### config.mk
export PLATFORM = sky130hd
export DESIGN_NAME = vga_sync_decoder
export DESIGN_NICKNAME = d
export VERILOG_FILES = /design/src/rtl/vga_sync_decoder.sv
export SDC_FILE = /design/constraint.sdc
export NUM_CORES = 1
export LEC_CHECK = 0
export ABC_CLOCK_PERIOD_IN_PS = 5700
export CAP_MARGIN = 5
export CORE_ASPECT_RATIO = 1.75
export CORE_UTILIZATION = 60
export CTS_CLUSTER_DIAMETER = 50
export DETAILED_ROUTE_END_ITERATION = 12
export GPL_ROUTABILITY_DRIVEN = 1
export PLACE_DENSITY = 0.83
export SYNTH_ARGS = -nofsm -noshare
export SYNTH_HDL_FRONTEND = slang
export SYNTH_SLANG_ARGS = --single-unit
### constraint.sdc
create_clock -name clk -period 5.7 [get_ports clk]
set_input_delay 1.14 -clock clk [delete_from_list [all_inputs] [get_ports clk]]
set_output_delay 1.14 -clock clk [all_outputs]
set_load 0.05 [all_outputs]
### src/rtl/vga_sync_decoder.sv
// VGA timing recovery: registers the incoming sync/de/pixel stream, measures line
// and frame geometry, locks after consecutive good frames and recovers col/row.
module vga_sync_decoder #(
  parameter int unsigned H_TOTAL     = 800,
  parameter int unsigned V_TOTAL     = 525,
  parameter int unsigned H_ACTIVE    = 640,
  parameter int unsigned V_ACTIVE    = 480,
  parameter bit          SYNC_POL    = 1'b0,
  parameter int unsigned LOCK_FRAMES = 2
) (
  input  logic        clk,
  input  logic        arst_n,
  input  logic        h_sync_i,
  input  logic        v_sync_i,
  input  logic        de_i,
  input  logic [11:0] pix_i,
  input  logic        clr_err_i,
  output logic [9:0]  col_o,
  output logic [8:0]  row_o,
  output logic [11:0] pix_o,
  output logic        pix_valid_o,
  output logic        frame_start_o,
  output logic        locked_o,
  output logic        lock_lost_o,
  output logic        err_o
);

  localparam logic [10:0] H_TOT  = 11'(H_TOTAL);
  localparam logic [10:0] H_ACT  = 11'(H_ACTIVE);
  localparam logic [10:0] H_WD   = 11'(2 * H_TOTAL - 1);
  localparam logic [9:0]  V_TOT  = 10'(V_TOTAL);
  localparam logic [9:0]  V_ACT  = 10'(V_ACTIVE);
  localparam logic [7:0]  LOCK_N = 8'(LOCK_FRAMES);

  typedef enum logic [1:0] {SEARCH, MEASURE, LOCKED} state_t;

  state_t      state, state_nx;
  logic [7:0]  good_cnt, good_nx;
  logic        lost_nx, err_nx;

  logic        hs_r, vs_r, de_r, clr_r;
  logic        hs_p, vs_p, de_p, de_q;
  logic [11:0] pix_r;

  logic [10:0] h_cnt, de_cnt;
  logic [9:0]  line_cnt, act_lines;
  logic        frame_bad;

  logic        hs_edge, vs_edge, de_rise, de_fall;
  logic        line_good, line_act, over_v, watchdog, frame_good, bad_eff;
  logic [9:0]  line_inc, act_inc, lines_eff, act_eff;

  // Sync registers idle at the inactive level so release cannot fake an edge.
  always_ff @(posedge clk or negedge arst_n) begin
    if (!arst_n) begin
      hs_r  <= ~SYNC_POL;
      vs_r  <= ~SYNC_POL;
      hs_p  <= ~SYNC_POL;
      vs_p  <= ~SYNC_POL;
      de_r  <= 1'b0;
      de_p  <= 1'b0;
      clr_r <= 1'b0;
      pix_r <= '0;
    end else begin
      hs_r  <= h_sync_i;
      vs_r  <= v_sync_i;
      hs_p  <= hs_r;
      vs_p  <= vs_r;
      de_r  <= de_i;
      de_p  <= de_r;
      clr_r <= clr_err_i;
      pix_r <= pix_i;
    end
  end

  always_comb begin
    hs_edge   = (hs_r == SYNC_POL) && (hs_p != SYNC_POL);
    vs_edge   = (vs_r == SYNC_POL) && (vs_p != SYNC_POL);
    de_rise   = de_r & ~de_p;
    de_fall   = ~de_r & de_p;
    line_act  = (de_cnt != '0);
    line_good = ((h_cnt + 11'd1) == H_TOT) && (!line_act || (de_cnt == H_ACT));
    line_inc  = (line_cnt == '1) ? line_cnt : line_cnt + 10'd1;
    act_inc   = (act_lines == '1) ? act_lines : act_lines + 10'd1;
    // A line ending in the same cycle as the v_sync edge belongs to the ending frame.
    lines_eff = hs_edge ? line_inc : line_cnt;
    act_eff   = (hs_edge && line_act) ? act_inc : act_lines;
    bad_eff   = frame_bad | (hs_edge & ~line_good);
    frame_good = !bad_eff && (lines_eff == V_TOT) && (act_eff == V_ACT);
    over_v    = hs_edge && (line_inc > V_TOT);
    watchdog  = (state != SEARCH) && !hs_edge && (h_cnt >= H_WD);
  end

  always_ff @(posedge clk or negedge arst_n) begin
    if (!arst_n) begin
      state    <= SEARCH;
      good_cnt <= '0;
    end else begin
      state    <= state_nx;
      good_cnt <= good_nx;
    end
  end

  always_comb begin
    state_nx = state;
    good_nx  = good_cnt;
    lost_nx  = 1'b0;
    case (state)
      SEARCH: begin
        if (vs_edge) begin
          state_nx = MEASURE;
          good_nx  = '0;
        end
      end
      MEASURE: begin
        if (watchdog) begin
          state_nx = SEARCH;
        end else if (vs_edge) begin
          if (frame_good) begin
            good_nx = good_cnt + 8'd1;
            if (good_nx >= LOCK_N) state_nx = LOCKED;
          end else begin
            good_nx = '0;
          end
        end
      end
      LOCKED: begin
        if (watchdog || (hs_edge && (!line_good || over_v))) begin
          state_nx = SEARCH;
          lost_nx  = 1'b1;
        end
      end
      default: state_nx = SEARCH;
    endcase
    err_nx = lost_nx ? 1'b1 : (clr_r ? 1'b0 : err_o);
  end

  always_ff @(posedge clk or negedge arst_n) begin
    if (!arst_n) begin
      h_cnt     <= '0;
      de_cnt    <= '0;
      line_cnt  <= '0;
      act_lines <= '0;
      frame_bad <= 1'b0;
    end else begin
      if (hs_edge) begin
        h_cnt  <= '0;
        de_cnt <= {10'b0, de_r};
      end else begin
        if (h_cnt != '1) h_cnt <= h_cnt + 11'd1;
        if (de_r && de_cnt != '1) de_cnt <= de_cnt + 11'd1;
      end
      if (vs_edge) begin
        line_cnt  <= '0;
        act_lines <= '0;
        frame_bad <= 1'b0;
      end else if (hs_edge) begin
        line_cnt  <= line_inc;
        act_lines <= line_act ? act_inc : act_lines;
        frame_bad <= frame_bad | ~line_good;
      end
    end
  end

  always_ff @(posedge clk or negedge arst_n) begin
    if (!arst_n) begin
      col_o         <= '0;
      row_o         <= '0;
      pix_o         <= '0;
      de_q          <= 1'b0;
      frame_start_o <= 1'b0;
      lock_lost_o   <= 1'b0;
      err_o         <= 1'b0;
    end else begin
      if (de_rise) col_o <= '0;
      else if (de_r && col_o != '1) col_o <= col_o + 10'd1;
      if (vs_edge) row_o <= '0;
      else if (de_fall && row_o != '1) row_o <= row_o + 9'd1;
      pix_o         <= pix_r;
      de_q          <= de_r;
      frame_start_o <= vs_edge;
      lock_lost_o   <= lost_nx;
      err_o         <= err_nx;
    end
  end

  assign locked_o    = (state == LOCKED);
  assign pix_valid_o = de_q & locked_o;

endmodule
# After elaboration in Yosys (flattened, before gate mapping)
# Index checks and enable logic that the tools add are counted.
word_totals:
  ff_bits: 106
  in_bits: 18
  out_inout_bits: 36
  wordCells: 129
op_classes:
  addsub: 7
  order_cmp: 3
  n_eq_ne: 19
  n_mux: 34
  bitwise_logic: 11
  n_reduce_logical: 34
op_table:
  columns: ["cell", "count"]
  rows:
  - ["$mux 10", 10]
  - ["$mux 11", 4]
  - ["$mux 8", 4]
  - ["$add 10x1->10 const B", 3]
  - ["$eq 10x10->1 const B", 3]
  - ["$add 11x1->11 const B", 2]
  - ["$eq 11x10->1 const B", 2]
  - ["$ne 11x11->1 const B", 2]
  - ["$mux 9", 2]
  - ["$reduce_bool 2->1", 9]
  - ["$pmux 8 s2", 1]
  - ["$logic_and 1x1->1", 13]
  - ["$mux 2", 6]
  - ["$ge 11x11->1 const B", 1]
  - ["$reduce_bool 11->1", 1]
  - ["$eq 10x9->1 const B", 1]
  - ["$gt 10x10->1 const B", 1]
  - ["$ne 10x10->1 const B", 1]
  - ["$add 9x1->9 const B", 1]
  - ["$ne 3x3->1 const B", 3]
  - ["$ne 9x9->1 const B", 1]
  - ["$add 8x1->8 const B", 1]
  - ["$ge 8x2->1 const B", 1]
  - ["$mux 1", 6]
  - ["14 further kinds", 29]

# Logic depth before layout (Yosys ltp)
# Gate-level depths: netlist (run 1).
logic_depth:
  ltp_word: 14
  ltp_mapped: 10

# Worst setup path after synthesis (run 1)
# OpenSTA, ideal clock, no wires.
synth_timing:
  path_type: "register to register"
  start: "reg row_o[0]"
  end: "reg row_o[7]"
  setup_time_ps: 78
  arrival_time_ps: 2555
  required_time_ps: 5622
  path_slack_ps: 3067
  stages_incl_launch_ff: 9
  path_buffers: 0
  path_cell_list: "dfrtp_1 -> ha_1 -> nand3_1 -> nor2_1 -> ha_1 -> nor3b_1 -> nand4_1 -> or3_1 -> a21oi_1"
synth_via:
  elab_chain_len: 3
  word_cells_on_any_way: 6
  cone_classes: "add/sub (1); eq/ne (1); mux (2); reduce/logical (2)"
synth_lines:
  columns: ["item", "line", "source"]
  rows:
  - ["start, declared", "19", "output logic [8:0] row_o,"]
  - ["start signal, assigned", "178", "else if (de_fall && row_o != '1) row_o <= row_o + 9'd1;"]
  - ["$add 9x1->9 / $ne 9x9->1 (equally long branches)", "178", null]
  - ["$mux 9 / $logic_and 1x1->1 (equally long branches)", "178", null]
  - ["$mux 9 / $reduce_bool 2->1 (equally long branches)", null, null]
# Several ways; a longest one is shown, not always the timed one. The select of a mux whose other input is x is not followed.
# A chain may end at the register's enable or synchronous reset.

# Final worst setup path (run 1)
layout_timing:
  start: "reg state[0]"
  end: "out pix_valid_o"
layout_via:
  elab_chain_len: 2
layout_lines:
  columns: ["item", "line", "source"]
  rows:
  - ["start, declared", "37", "state_t state, state_nx;"]
  - ["start signal, assigned", "99", "state <= state_nx;"]
  - ["$eq 2x2->1", "187", "assign locked_o = (state == LOCKED);"]
  - ["$and 1x1->1", "188", "assign pix_valid_o = de_q & locked_o;"]
  - ["end, declared", "21", "output logic pix_valid_o,"]
# Every way passes these cells.

==> results.ini, run 1 <==
[clock_network]
cts.sinks = 106
htreeDepth = 3
clockRootBuffer = clkbuf_16
cts_tree = yes
cts_resized = 0
cts.clk_slew.worst_paths_ps = 70
ctsLongestPathBuffers = 2
holdBufCountCts = 0
postCtsSetupBuffers = 0
cts_made_buffers = 9
insertion_delay_ps = 340

[worst_setup_path]
cp_num_buf_inv = 2
crit_fanout = 6
cp_top_family = buffers and inverters
reg2reg_slack_ps = 2740
cp-end-kind = output port
worstPathCellList = nand2b_1, inv_1, and2_1, clkdlybuf4s50_1
arrival_ps = 2100
critical_path_class = reg2out
start_kind = flop
max_stage_delay_ps = 810
slowest_stage = clkdlybuf4s50_1
required_ps = 4560

[synth]
ys_top_cells_by_area = dfrtp_1, nor2_1, nand2_1
ys_seq_elements = 106
synth_top_area_share_pct = 47.3
syn_area_sq_um = 5400
synth_cell_type_count = 71
synth_edf_count = 0
yosysSeqAreaShare_pct = 49.2
syn-num-nets = 580
ys_top_cells_by_count = dfrtp_1, nor2_1, nand2_1
async_flop_share_pct = 100
synth_area_leader_cell = dfrtp_1
syn_avg_cell_area_sq_um = 9.78
yosys_warnings = 0
yosysMostFrequentCell = dfrtp_1
synth_cells = 552
ys.flop_type = dfrtp_1

[route]
antenna_left = 0
drc = 0
drt_wl_total_um = 12100
num_vias = 4462
firstDrtPassIters = 5
drt_iter0_drc = 276
wl_per_cell_um = 16.9
viasPerCell = 6.22

[sta]
fmax_ghz = 0.308
fin_crit_ps = 3240
finClkSkew_ps = 8.54
slew-limit-headroom_pct = 34.2
tns_ps = 0
whs_ps = 351
worstMarginPinSlew_ps = 987
setup_viol = 0
period_share_pct = 56.9
drv_slew = 0
hold_viol = 0
setup_slack_ps = 2460
rsz0062_at_grt = false

[place]
portBuffers = 53
post-dp-hpwl_um = 8490
gp_congestion = 0.881
pre_cts_ws_ps = 2830
post-place-cells = 701
place_area_sq_um = 6000

[die]
core_area_sq_um = 8730
row_count = 45
io-pin-count = 54
initial_core_util_pct = 61.8
die_y_um = 127
die_w_um = 73.7
die_area_sq_um = 9390

[global_route]
grt_pass1_wl_um = 19500
grt_util_met1_pct = 29.4
use_met2_pct = 49.3
grt_usage_pct = 26.9
grt_pass1_vias = 4347
antenna_found_initial = 0
grt.busiest_layer = met2
grt_max_degree = 61
grt_overflow = 0
use_met3_pct = 4.57

[power]
p_leak_uw = 0.00263
p_per_area_nw_per_um2 = 287
vdd_drop_max_mv = 0.286

[layout]
final_area_sq_um = 6320
area_delta_synth_final_pct = 17.1
drive_gt1_share_pct = 8.50
diodes = 0
stdcell_count = 717
fin_nets = 623

[job]
maxCapViolCount = 0

[run_status]
outcome = completed

[hold_path]
hold_class = reg2reg

==> cells by family (layout without fill, tap and decap cells) <==
logic type	after synthesis	after routing	synth area share, %
AOI/OAI and AO/OA	110	110	13.9
xor gates and xnor gates	29	29	4.71
buffers and inverters	37	85	2.69
muxes	10	10	1.90
DFF	106	106	49.2
adders and majority gates	10	10	2.32
and+or+nand+nor	250	250	25.2
==> layout by cell type (no fill, tap or decap), types with 3 or more instances in the layout <==
cell	count
nor4b_1	4
buf_4	3
nand3_1	35
nand2b_1	7
xor2_1	17
and2_1	6
mux2i_1	8
a211oi_1	3
nor2_1	53
and4_1	3
nor4_1	5
a31o_2	3
nor3_1	14
nor2b_1	4
ha_1	10
clkdlybuf4s50_1	52
xnor2_1	12
clkbuf_8	3
dfrtp_1	102
clkbuf_16	9
a21oi_1	35
a31oi_1	8
nand4_1	19
inv_1	14
and3_1	17
dfstp_2	4
nand2_1	47
o21ai_0	25
or2_2	4
or3_1	13
==> per-layer routing <==
layer	share of wire [%]	wire length [um]
met1	38	4620
met4	3.4	407
met5	0	0
met2	55	6710
met3	3.3	399
==> report_power, final <==
part           internal (uW)  switching (uW)
logic                    113             180
registers                804            67.2
clock network            380             272
total                   1300             519
==> state kept, by name, indices dropped and copies added (netlist names) <==
register       flops
hs_p               1
de_q               1
row_o              9
pix_o             12
h_cnt             11
lock_lost_o        1
col_o             10
hs_r               1
act_lines         10
clr_r              1
line_cnt          10
vs_r               1
frame_start_o      1
err_o              1
frame_bad          1
de_cnt            11
vs_p               1
de_r               1
pix_r             12
good_cnt           8
state              2
==> final timing paths <==
check,startpoint,endpoint,depth (start not counted)
worst max-delay path,state[0]$_DFFE_PN0P_,pix_valid_o,4
worst min-delay path,pix_r[9]$_DFF_PN0_,pix_o[9]$_DFF_PN0_,0
worst max register to register,de_cnt[0]$_DFFE_PN0P_,good_cnt[1]$_DFFE_PN0P_,9
worst min register to register,pix_r[9]$_DFF_PN0_,pix_o[9]$_DFF_PN0_,0
max in group asynchronous,arst_n,pix_o[0]$_DFF_PN0_,2
min in group asynchronous,arst_n,good_cnt[0]$_DFFE_PN0P_,1
==> area by class of cell <==
class                           count  area [sq um]
Clock buffer                       12           267
Clock inverter                      4          55.1
Fill cell                         626          2410
Inverter                           14          52.6
Multi-Input combinational cell    409          2600
Sequential cell                   106          2660
Tap cell                          117           146
Timing Repair Buffer               55           543
==> through the flow <==
step                      power, uW  utilization [%]
after global placement         1160             68.7
after detailed placement       1170             68.7
after floorplan                1070                -
after global routing           1880             72.4
after CTS                      1820             72.4
final                          1810             72.4
==> worst register-to-register path: stages, from the launching register on <==
cell	delay, ps
dfrtp_1	400
inv_1	110
ha_1	170
nor4b_1	490
a31oi_1	390
nor4b_1	470
a31oi_1	80
o21ai_1	410
nand3_4	170
o31ai_4	190
(Power assumes the default switching activity.)
==> run 2, diff against run 1 <==
Settings changed: ABC_CLOCK_PERIOD_IN_PS 5700 to 2700, CORE_UTILIZATION 60 to 52, PLACE_DENSITY 0.83 to 0.77.
Clock period 5.7 ns to 2.7 ns, I/O delays scaled along.
==> run 2 against run 1 <==
- non-clock buffer count is 23 higher
- worst hold slack worse by 220 ps
- power is 110% higher
- sequential share of layout area is 1.5 points lower
- first-iteration DRC count is 8.7% higher
- count of clock-buffer cells in the layout is 2 lower
- clock skew is 0.85 ps lower
- clock power is 100% higher
- flip-flop and latch count stayed put
- critical path type is now reg2reg
- highest routed layer unchanged
==> results.ini, run 2 (same netlist as run 1, synthesis figures left out) <==
[layout]
drive_gt1_share_pct = 12.7
layout_common_cells = dfrtp_1, nor2_1, clkdlybuf4s50_1
stdcell_count = 748
diodes = 0
final_common_cell = dfrtp_1
fin_nets = 646
area_delta_synth_final_pct = 21.5
reg.largest.list = pix_o: 12 flops, pix_r: 12 flops

[worst_setup_path]
required_ps = 2940
arrival_ps = 2840
cp-end-kind = flop
start_kind = flop
critical_path_class = reg2reg
crit_fanout = 5

[sta]
drv_slew = 0
finClkSkew_ps = 7.69
setup_viol = 0
whs_ps = 134
rsz0062_at_grt = true
hold_viol = 0
slew-limit-headroom_pct = 34.3
worstMarginPinSlew_ps = 985
fmax_ghz = 0.385
fin_crit_ps = 2600
period_share_pct = 96.2

[route]
firstDrtPassIters = 5
wl_per_cell_um = 16.5
antenna_left = 0
drt_iter0_drc = 300
num_vias = 4486
viasPerCell = 6.00
drt_wl_total_um = 12400
drc = 0

[global_route]
antenna_found_initial = 0
grt_overflow = 0
grt_pass1_vias = 4458
grt_max_degree = 73
grt_pass1_wl_um = 20300
grt_usage_pct = 24.1

[power]
p_clk_share_pct = 34.4
p_leak_uw = 0.00276
pwr-share-seq_pct = 46.7
p_switching_uw = 1200
vdd_drop_max_mv = 0.548
internal_power_uw = 2670
p_per_area_nw_per_um2 = 590
p_sw_share_pct = 31.0
combPwrFrac_pct = 18.9

[clock_network]
clockRootBuffer = clkbuf_16
htreeDepth = 3
holdBufCountCts = 0
cts_tree = yes
cts_made_buffers = 9
postCtsSetupBuffers = 0
cts.sinks = 106
cts.clk_slew.worst_paths_ps = 80
ctsLongestPathBuffers = 2
insertion_delay_ps = 360

[die]
die_w_um = 79.0
io-pin-count = 54
core_area_sq_um = 9970
die_y_um = 137
initial_core_util_pct = 54.1
row_count = 48
die_area_sq_um = 10800

[place]
post-place-cells = 732
portBuffers = 53
post-dp-hpwl_um = 8850
gp_congestion = 0.885

[run_status]
outcome = completed

[job]
maxCapViolCount = 0

[hold_path]
hold_class = in2async

==> run 2: cell count changes in the layout (fill, tap and decap cells not counted), sizes merged <==
cell | before | now
clkbuf | 12 | 10
clkdlybuf4s50 | 52 | 51
dlygate4sd2 | 0 | 1
bufinv | 1 | 0
clkinv | 0 | 1
buf | 3 | 26
inv | 16 | 18
==> run 2: final timing paths <==
check | cells past startpoint | slack [ps] | end | from
min in group clk | 0 | 360 | pix_o[4]$_DFF_PN0_ | pix_r[4]$_DFF_PN0_
worst max-delay path | 10 | 100 | good_cnt[3]$_DFFE_PN0P_ | de_cnt[0]$_DFFE_PN0P_
max in group asynchronous | 2 | 1830 | hs_p$_DFF_PN1_ | arst_n
worst min-delay path | 1 | 130 | frame_start_o$_DFF_PN0_ | arst_n
worst max register to register | 10 | 100 | good_cnt[3]$_DFFE_PN0P_ | de_cnt[0]$_DFFE_PN0P_
worst min register to register | 0 | 360 | pix_o[4]$_DFF_PN0_ | pix_r[4]$_DFF_PN0_
==> run 2: layout make-up <==
type	count	area, sq um
repair buffers	78	731
multi-input cells	409	2650
clock buffers	10	239
well taps	125	156
inverters	14	52.6
fillers	794	3410
flip-flops and latches	106	2660
clock inverters	6	66.3
==> run 2: metal layers <==
layer	global-route usage (%)	wire length [um]	share of wire, %	vias to the layer above
li1	-	-	-	2140
met2	43.4	6700	54	126
met3	4.20	491	4.0	35
met1	26.7	4830	39	2185
met4	12.3	341	2.8	0
met5	0	0	0	-
==> run 2: worst max-delay path, stage by stage, from the launching register on <==
cell and delay (ps):
dfrtp_1 400, inv_1 100, ha_1 160, or4b_4 490, o31ai_4 300, mux2_2 400
a21oi_4 200, nor4_4 70, buf_4 170, nand3_4 90, o211ai_2 100
==> run 2: per-stage QoR <==
step | setup WS (ps) | utilization [%] | instance area (sq um) | total power (uW) | TNS (ps)
after floorplan | 66.7 | - | 5400 | 2260 | 0
after global placement | 127 | 62.1 | 6190 | 2510 | 0
after detailed placement | 12.9 | 62.1 | 6190 | 2540 | 0
after CTS | 6.21 | 65.1 | 6490 | 3870 | 0
after global routing | -12.9 | 65.8 | 6560 | 4020 | -25.7
final | 104 | 65.8 | 6560 | 3870 | 0
==> run 2: power by group through the flow <==
stage / combinational, uW / sequential, uW / clock [uW]
after floorplan: 308 / 1950 / 0
after global placement: 687 / 1830 / 0
after detailed placement: 707 / 1840 / 0
after CTS: 710 / 1810 / 1350
after global routing: 788 / 1820 / 1410
final: 731 / 1810 / 1330
==> run 2: what timing repair did <==
item                       CTS  global route
setup endpoints to repair    1             8
gates resized for setup      1            11
hold endpoints to repair     0             0
pin swaps                    0             2
==> run 3, diff against run 2 <==
Settings changed: CAP_MARGIN 5 to 20.
==> results of run 3 <==
Final layout, timing and power as in run 2 (identical DEF).
